$ cat src/rtl/openram_march_bist.sv
// March C- self test for OpenRAM port 0. When idle the bridge passes straight through to the macro.
// When running, the BIST owns the port and reports pass/fail with the first failing address and element.
module openram_march_bist #(
  parameter int ADDR_WIDTH = 8,
  parameter int DATA_WIDTH = 32
) (
  input  logic                      wb_clk_i,
  input  logic                      wb_rst_i,
  input  logic                      bist_start_i,
  output logic                      bist_busy_o,
  output logic                      bist_done_o,
  output logic                      bist_pass_o,
  output logic [ADDR_WIDTH-1:0]     bist_fail_addr_o,
  output logic [2:0]                bist_fail_elem_o,
  output logic                      up_stall_o,
  input  logic                      up_csb0,
  input  logic                      up_web0,
  input  logic [DATA_WIDTH/8-1:0]   up_wmask0,
  input  logic [ADDR_WIDTH-1:0]     up_addr0,
  input  logic [DATA_WIDTH-1:0]     up_din0,
  output logic [DATA_WIDTH-1:0]     up_dout0,
  output logic                      ram_csb0,
  output logic                      ram_web0,
  output logic [DATA_WIDTH/8-1:0]   ram_wmask0,
  output logic [ADDR_WIDTH-1:0]     ram_addr0,
  output logic [DATA_WIDTH-1:0]     ram_din0,
  input  logic [DATA_WIDTH-1:0]     ram_dout0
);

  localparam logic [1:0] S_IDLE  = 2'd0;
  localparam logic [1:0] S_RUN   = 2'd1;
  localparam logic [1:0] S_DRAIN = 2'd2;
  localparam logic [1:0] S_DONE  = 2'd3;
  localparam logic [ADDR_WIDTH-1:0] ADDR_LAST = '1;

  logic [1:0]            state_q, state_d;
  logic [2:0]            elem_q, elem_d;
  logic [ADDR_WIDTH-1:0] addr_q, addr_d;
  logic                  wr_ph_q, wr_ph_d;
  logic                  rd_pend_q, rd_pend_d;
  logic                  rd_exp_q, rd_exp_d;
  logic [ADDR_WIDTH-1:0] rd_addr_q, rd_addr_d;
  logic [2:0]            rd_elem_q, rd_elem_d;
  logic                  done_q, done_d;
  logic                  pass_q, pass_d;
  logic [ADDR_WIDTH-1:0] fail_addr_q, fail_addr_d;
  logic [2:0]            fail_elem_q, fail_elem_d;

  logic busy, down, is_read, is_write, rd_val, wr_val, mismatch, last_addr, step;

  always_comb begin
    busy      = (state_q == S_RUN) || (state_q == S_DRAIN);
    down      = (elem_q >= 3'd3);
    // E0 is write-only, E5 read-only; E1..E4 alternate R then W at each address
    is_read   = (state_q == S_RUN) && ((elem_q == 3'd5) || ((elem_q != 3'd0) && !wr_ph_q));
    is_write  = (state_q == S_RUN) && !is_read;
    rd_val    = (elem_q == 3'd2) || (elem_q == 3'd4);
    wr_val    = (elem_q == 3'd1) || (elem_q == 3'd3);
    mismatch  = rd_pend_q && (ram_dout0 != {DATA_WIDTH{rd_exp_q}});
    last_addr = down ? (addr_q == '0) : (addr_q == ADDR_LAST);
    step      = (elem_q == 3'd0) || (elem_q == 3'd5) || wr_ph_q;

    state_d     = state_q;
    elem_d      = elem_q;
    addr_d      = addr_q;
    wr_ph_d     = wr_ph_q;
    rd_pend_d   = 1'b0;
    rd_exp_d    = rd_exp_q;
    rd_addr_d   = rd_addr_q;
    rd_elem_d   = rd_elem_q;
    done_d      = done_q;
    pass_d      = pass_q;
    fail_addr_d = fail_addr_q;
    fail_elem_d = fail_elem_q;

    case (state_q)
      S_IDLE, S_DONE: begin
        if (bist_start_i) begin
          state_d     = S_RUN;
          elem_d      = 3'd0;
          addr_d      = '0;
          wr_ph_d     = 1'b0;
          done_d      = 1'b0;
          pass_d      = 1'b0;
          fail_addr_d = '0;
          fail_elem_d = 3'd0;
        end
      end
      S_RUN: begin
        rd_pend_d = is_read;
        rd_exp_d  = rd_val;
        rd_addr_d = addr_q;
        rd_elem_d = elem_q;
        if (mismatch) begin
          state_d     = S_DONE;
          done_d      = 1'b1;
          pass_d      = 1'b0;
          fail_addr_d = rd_addr_q;
          fail_elem_d = rd_elem_q;
          rd_pend_d   = 1'b0;
        end else begin
          wr_ph_d = ((elem_q != 3'd0) && (elem_q != 3'd5)) ? !wr_ph_q : 1'b0;
          if (step) begin
            if (last_addr) begin
              if (elem_q == 3'd5) begin
                state_d = S_DRAIN;
              end else begin
                elem_d  = elem_q + 3'd1;
                addr_d  = (elem_q >= 3'd2) ? ADDR_LAST : '0;
                wr_ph_d = 1'b0;
              end
            end else begin
              addr_d = down ? (addr_q - 1'b1) : (addr_q + 1'b1);
            end
          end
        end
      end
      default: begin
        // DRAIN: last E5 read data arrives now
        state_d = S_DONE;
        done_d  = 1'b1;
        if (mismatch) begin
          pass_d      = 1'b0;
          fail_addr_d = rd_addr_q;
          fail_elem_d = rd_elem_q;
        end else begin
          pass_d = 1'b1;
        end
      end
    endcase
  end

  always_ff @(posedge wb_clk_i) begin
    if (wb_rst_i) begin
      state_q     <= S_IDLE;
      elem_q      <= 3'd0;
      addr_q      <= '0;
      wr_ph_q     <= 1'b0;
      rd_pend_q   <= 1'b0;
      rd_exp_q    <= 1'b0;
      rd_addr_q   <= '0;
      rd_elem_q   <= 3'd0;
      done_q      <= 1'b0;
      pass_q      <= 1'b0;
      fail_addr_q <= '0;
      fail_elem_q <= 3'd0;
    end else begin
      state_q     <= state_d;
      elem_q      <= elem_d;
      addr_q      <= addr_d;
      wr_ph_q     <= wr_ph_d;
      rd_pend_q   <= rd_pend_d;
      rd_exp_q    <= rd_exp_d;
      rd_addr_q   <= rd_addr_d;
      rd_elem_q   <= rd_elem_d;
      done_q      <= done_d;
      pass_q      <= pass_d;
      fail_addr_q <= fail_addr_d;
      fail_elem_q <= fail_elem_d;
    end
  end

  always_comb begin
    bist_busy_o      = busy;
    bist_done_o      = done_q;
    bist_pass_o      = pass_q;
    bist_fail_addr_o = fail_addr_q;
    bist_fail_elem_o = fail_elem_q;
    up_stall_o       = busy;
    ram_csb0         = busy ? (state_q == S_DRAIN) : up_csb0;
    ram_web0         = busy ? !is_write : up_web0;
    ram_wmask0       = busy ? '1 : up_wmask0;
    ram_addr0        = busy ? addr_q : up_addr0;
    ram_din0         = busy ? {DATA_WIDTH{wr_val}} : up_din0;
    up_dout0         = busy ? '0 : ram_dout0;
  end

endmodule

$ cat config.mk
export PLATFORM = sky130hd
export DESIGN_NAME = openram_march_bist
export DESIGN_NICKNAME = d
export VERILOG_FILES = /design/src/rtl/openram_march_bist.sv
export SDC_FILE = /design/constraint.sdc
export NUM_CORES = 1
export LEC_CHECK = 0
export ABC_AREA = 1
export BUFFER_PORTS_ARGS = -buffer_cell sky130_fd_sc_hd__buf_2
export CORE_MARGIN = 8
export CORE_UTILIZATION = 49
export CTS_BUF_LIST = sky130_fd_sc_hd__clkbuf_16
export DETAILED_ROUTE_END_ITERATION = 10
export HOLD_SLACK_MARGIN = 0.12
export PLACE_DENSITY = 0.87
export SYNTH_ARGS = -nofsm -noshare
export SYNTH_HDL_FRONTEND = slang
export SYNTH_SLANG_ARGS = --single-unit
$ cat constraint.sdc
create_clock -name wb_clk_i -period 4.8 [get_ports wb_clk_i]
set_clock_uncertainty 0.1 [all_clocks]
set_input_delay 0.48 -clock wb_clk_i [delete_from_list [all_inputs] [get_ports wb_clk_i]]
set_output_delay 0.48 -clock wb_clk_i [all_outputs]
set_load 0.005 [all_outputs]
==> run_results.csv <==
group,metric,value,unit
place,hpwl,8260,um
clocking,worstSkewPairLatency,0.28,ns
sta,hold_viol,0,
power_and_ir_drop,ir_drop,768,uV
clocking,cts.sinks,40,
finish,drive_above_1_share,29.1,%
critical_path,r2r_end,"addr_q[5]$_SDFFE_PP0P_",
finish,syn_to_final_growth,32.7,%
yosys,ys_warn_count,0,
critical_path,r2r_start,"elem_q[0]$_SDFFE_PP0P_",
floorplan,die_h,95.3,um
yosys,yosys_register_bits,40,
sta,slew_headroom,38.6,%
yosys,postSynthCellCount,531,
sta,rsz0062_at_grt,"false",
clocking,cts_setup_buffers,0,
global_routing,grt_max_degree,87,
clocking,clk_path_buf_depth,2,
yosys,netlist_top_cells_area,"dfxtp_1 (26%), nand2_1 (23%), inv_1 (8.4%)",
routing,drt_wl_total,10300,um
power_and_ir_drop,clkPwrFrac,13.2,%
power_and_ir_drop,switching_share,50.4,%
yosys,synth_cell_type_count,27,
critical_path,rrSetupSlack,2.22,ns
power_and_ir_drop,power_frac_seq,18.2,%
finish,layout_common_cells,"nand2_1 (185), buf_2 (173), inv_1 (69), nor2_1 (54), dfxtp_1 (40)",
sta,finalCriticalPeriod,2.89,ns
clocking,cts_buffers,5,
critical_path,required,4.22,ns
global_routing,groute.usage.overall,21.9,%
sta,finalCritPeriodShare,60.3,%
routing,ant_nets,0,
power_and_ir_drop,internal-power,1.40,mW
critical_path,crit_chain,"inv_1 > ha_2 > inv_1 > nand2_1 > nand2_1 > buf_2",
floorplan,die_area,0.00908,mm2
routing,drt_iter0_drc,250,
power_and_ir_drop,powerDensity,692,mW/mm2
power_and_ir_drop,power.switching,1.43,mW
clocking,clkSlewWorstSetupHoldPaths,0.06,ns
yosys,synth_top_cell_by_area,"dfxtp_1",
floorplan,initial_core_util,49.6,%
critical_path,crit_path_max_incr_delay,0.63,ns
finish,antenna-diode-count,0,
floorplan,die_x,95.3,um
critical_path,worstPathMaxFanout,32,
place,io_buffers,173,
sta,worst_slew_pin_slew,0.919,ns
floorplan,io_pins,174,
sta,setup_slack,1.91,ns
routing,via_per_inst,5.05,
clocking,htreeDepth,2,
yosys,syn-mean-instance-area,5.80,um2
critical_path,path_class,"flip-flop to output pin",
critical_path,startpoint_type,"flip-flop",
sta,slew_violations,0,
power_and_ir_drop,p_leak,2.56,nW
routing,dr_total_vias,3862,
clocking,cts_resized,0,
finish,fin_util,65.9,%
finish,layout_commonest_cell,"nand2_1",
finish,nNetsFinal,784,
routing,dr.pass1.iters,5,
power_and_ir_drop,pwr-share-comb,68.5,%
critical_path,worstRegToRegCells,14,
routing,drc,0,
place,gp_congestion,0.970,
yosys,yosysSeqAreaShare,26.0,%
global_routing,antenna_found_initial,0,
floorplan,num_rows,29,
outcome,status,"completed",
critical_path,setup.worst_path.end_class,"output pin",
sta,fin_setup_tns,0,ns
min_path,hold_start,"rd_addr_q[7]$_SDFFE_PP0P_",
clocking,cts_root_buf,"clkbuf_16",
clocking,holdBufCountCts,0,
yosys,synth_area,0.00308,mm2
sta,fmax,346,MHz
min_path,min_path_type,"flip-flop to flip-flop",
min_path,worstHoldPathCells,2,
global_routing,overflow,0,
yosys,syn-num-nets,628,
floorplan,core,0.00620,mm2
global_routing,grt_pass1_wl,16500,um
min_path,min_to,"bist_fail_addr_o[7]$_SDFFE_PP0P_",
sta,setup_viol,0,
place,place_ws,2.22,ns
critical_path,crit_arrival,2.31,ns
routing,wl_per_cell,13.5,um
job,drv_cap,0,
critical_path,slowest_stage,"nand2_1",
clocking,tritoncts,"built",
yosys,yosysTopAreaCellShare,26.0,%
global_routing,grt_pass1_vias,3557,
power groups by stage:
stage / clock (mW) / combinational (mW) / sequential, mW
after CTS: 0.375 / 1.94 / 0.514
after global routing: 0.389 / 2.18 / 0.527
after global placement: 0 / 1.86 / 0.514
after floorplan: 0 / 1.27 / 0.495
final: 0.374 / 1.94 / 0.516
after detailed placement: 0 / 1.91 / 0.519
cell type report:
type | instances | area, um2
flip-flops and latches | 40 | 801
clock inverters | 3 | 42.5
repair buffers | 174 | 873
well taps | 77 | 96.3
fillers | 556 | 2120
clock buffers | 5 | 125
multi-input cells | 395 | 1880
inverters | 71 | 267
flip-flops by register name (all words and copies together) (netlist names):
register / cells
elem_q: 3
rd_exp_q: 1
bist_pass_o: 1
bist_fail_elem_o: 3
state_q: 2
bist_fail_addr_o: 8
bist_done_o: 1
addr_q: 8
wr_ph_q: 1
rd_pend_q: 1
rd_addr_q: 8
rd_elem_q: 3
Yosys cell counts:
cell / n
o211ai_1: 1
nand3b_1: 4
nand3_2: 3
nand3_1: 29
nor3_1: 9
buf_4: 2
o21ai_4: 1
ha_1: 15
nand4_1: 4
nor2_1: 54
a21oi_1: 38
o21ai_0: 32
a31oi_1: 1
clkbuf_1: 15
inv_2: 2
xor2_1: 2
or2_2: 4
buf_6: 4
dfxtp_1: 40
nand2_1: 185
inv_1: 69
buf_2: 1
buf_1: 3
xnor2_1: 1
fa_1: 1
or2_1: 4
nand2_2: 7
cells by family after synthesis:
kind of cell               after synthesis  share of synthesized area, %
buffers and inverters                   96                          13.0
xor gates and xnor gates                 3                         0.853
and+or+nand+nor                        303                          41.1
DFF                                     40                          26.0
AOI/OAI and AO/OA                       73                          12.3
adders and majority gates               16                          6.74
how the worst max path moves through the flow:
stage,from,end,slack [ns]
6_report,state_q[0]$_SDFFE_PP0P_,ram_din0[20],1.91
3_5_place_dp,state_q[0]$_SDFFE_PP0P_,ram_din0[30],2.22
3_3_place_gp,state_q[0]$_SDFFE_PP0P_,ram_din0[30],2.28
2_1_floorplan,elem_q[0]$_SDFFE_PP0P_,addr_q[7]$_SDFFE_PP0P_,2.55
5_1_grt,state_q[0]$_SDFFE_PP0P_,ram_din0[30],1.70
4_1_cts,state_q[0]$_SDFFE_PP0P_,ram_din0[30],1.91
per-stage QoR:
step	area [um2]	instances	hold WS (ns)	power (mW)
after detailed placement	3920	757	0.354	2.43
after CTS	4090	765	0.365	2.83
after global routing	4090	765	0.382	3.10
final	4090	765	0.363	2.83
after global placement	3920	757	0.347	2.37
after floorplan	3080	531	0.334	1.76
worst max-delay path: cells and delay by family, from the launching register on:
family / cells / cell delay, ns
and+or+nand+nor: 2 / 0.91
buffers and inverters: 3 / 0.52
DFF: 1 / 0.31
adders and majority gates: 1 / 0.29
layer usage:
metal	routed length [um]	share of wire, %	GRT usage, %	vias up
met4	157	1.5	5.07	0
li1	-	-	-	1952
met5	0	0	0	-
met3	644	6.2	4.17	19
met2	5360	52	39.5	155
met1	4180	40	26.0	1736
No activity file was read; power rests on OpenSTA's default activity.
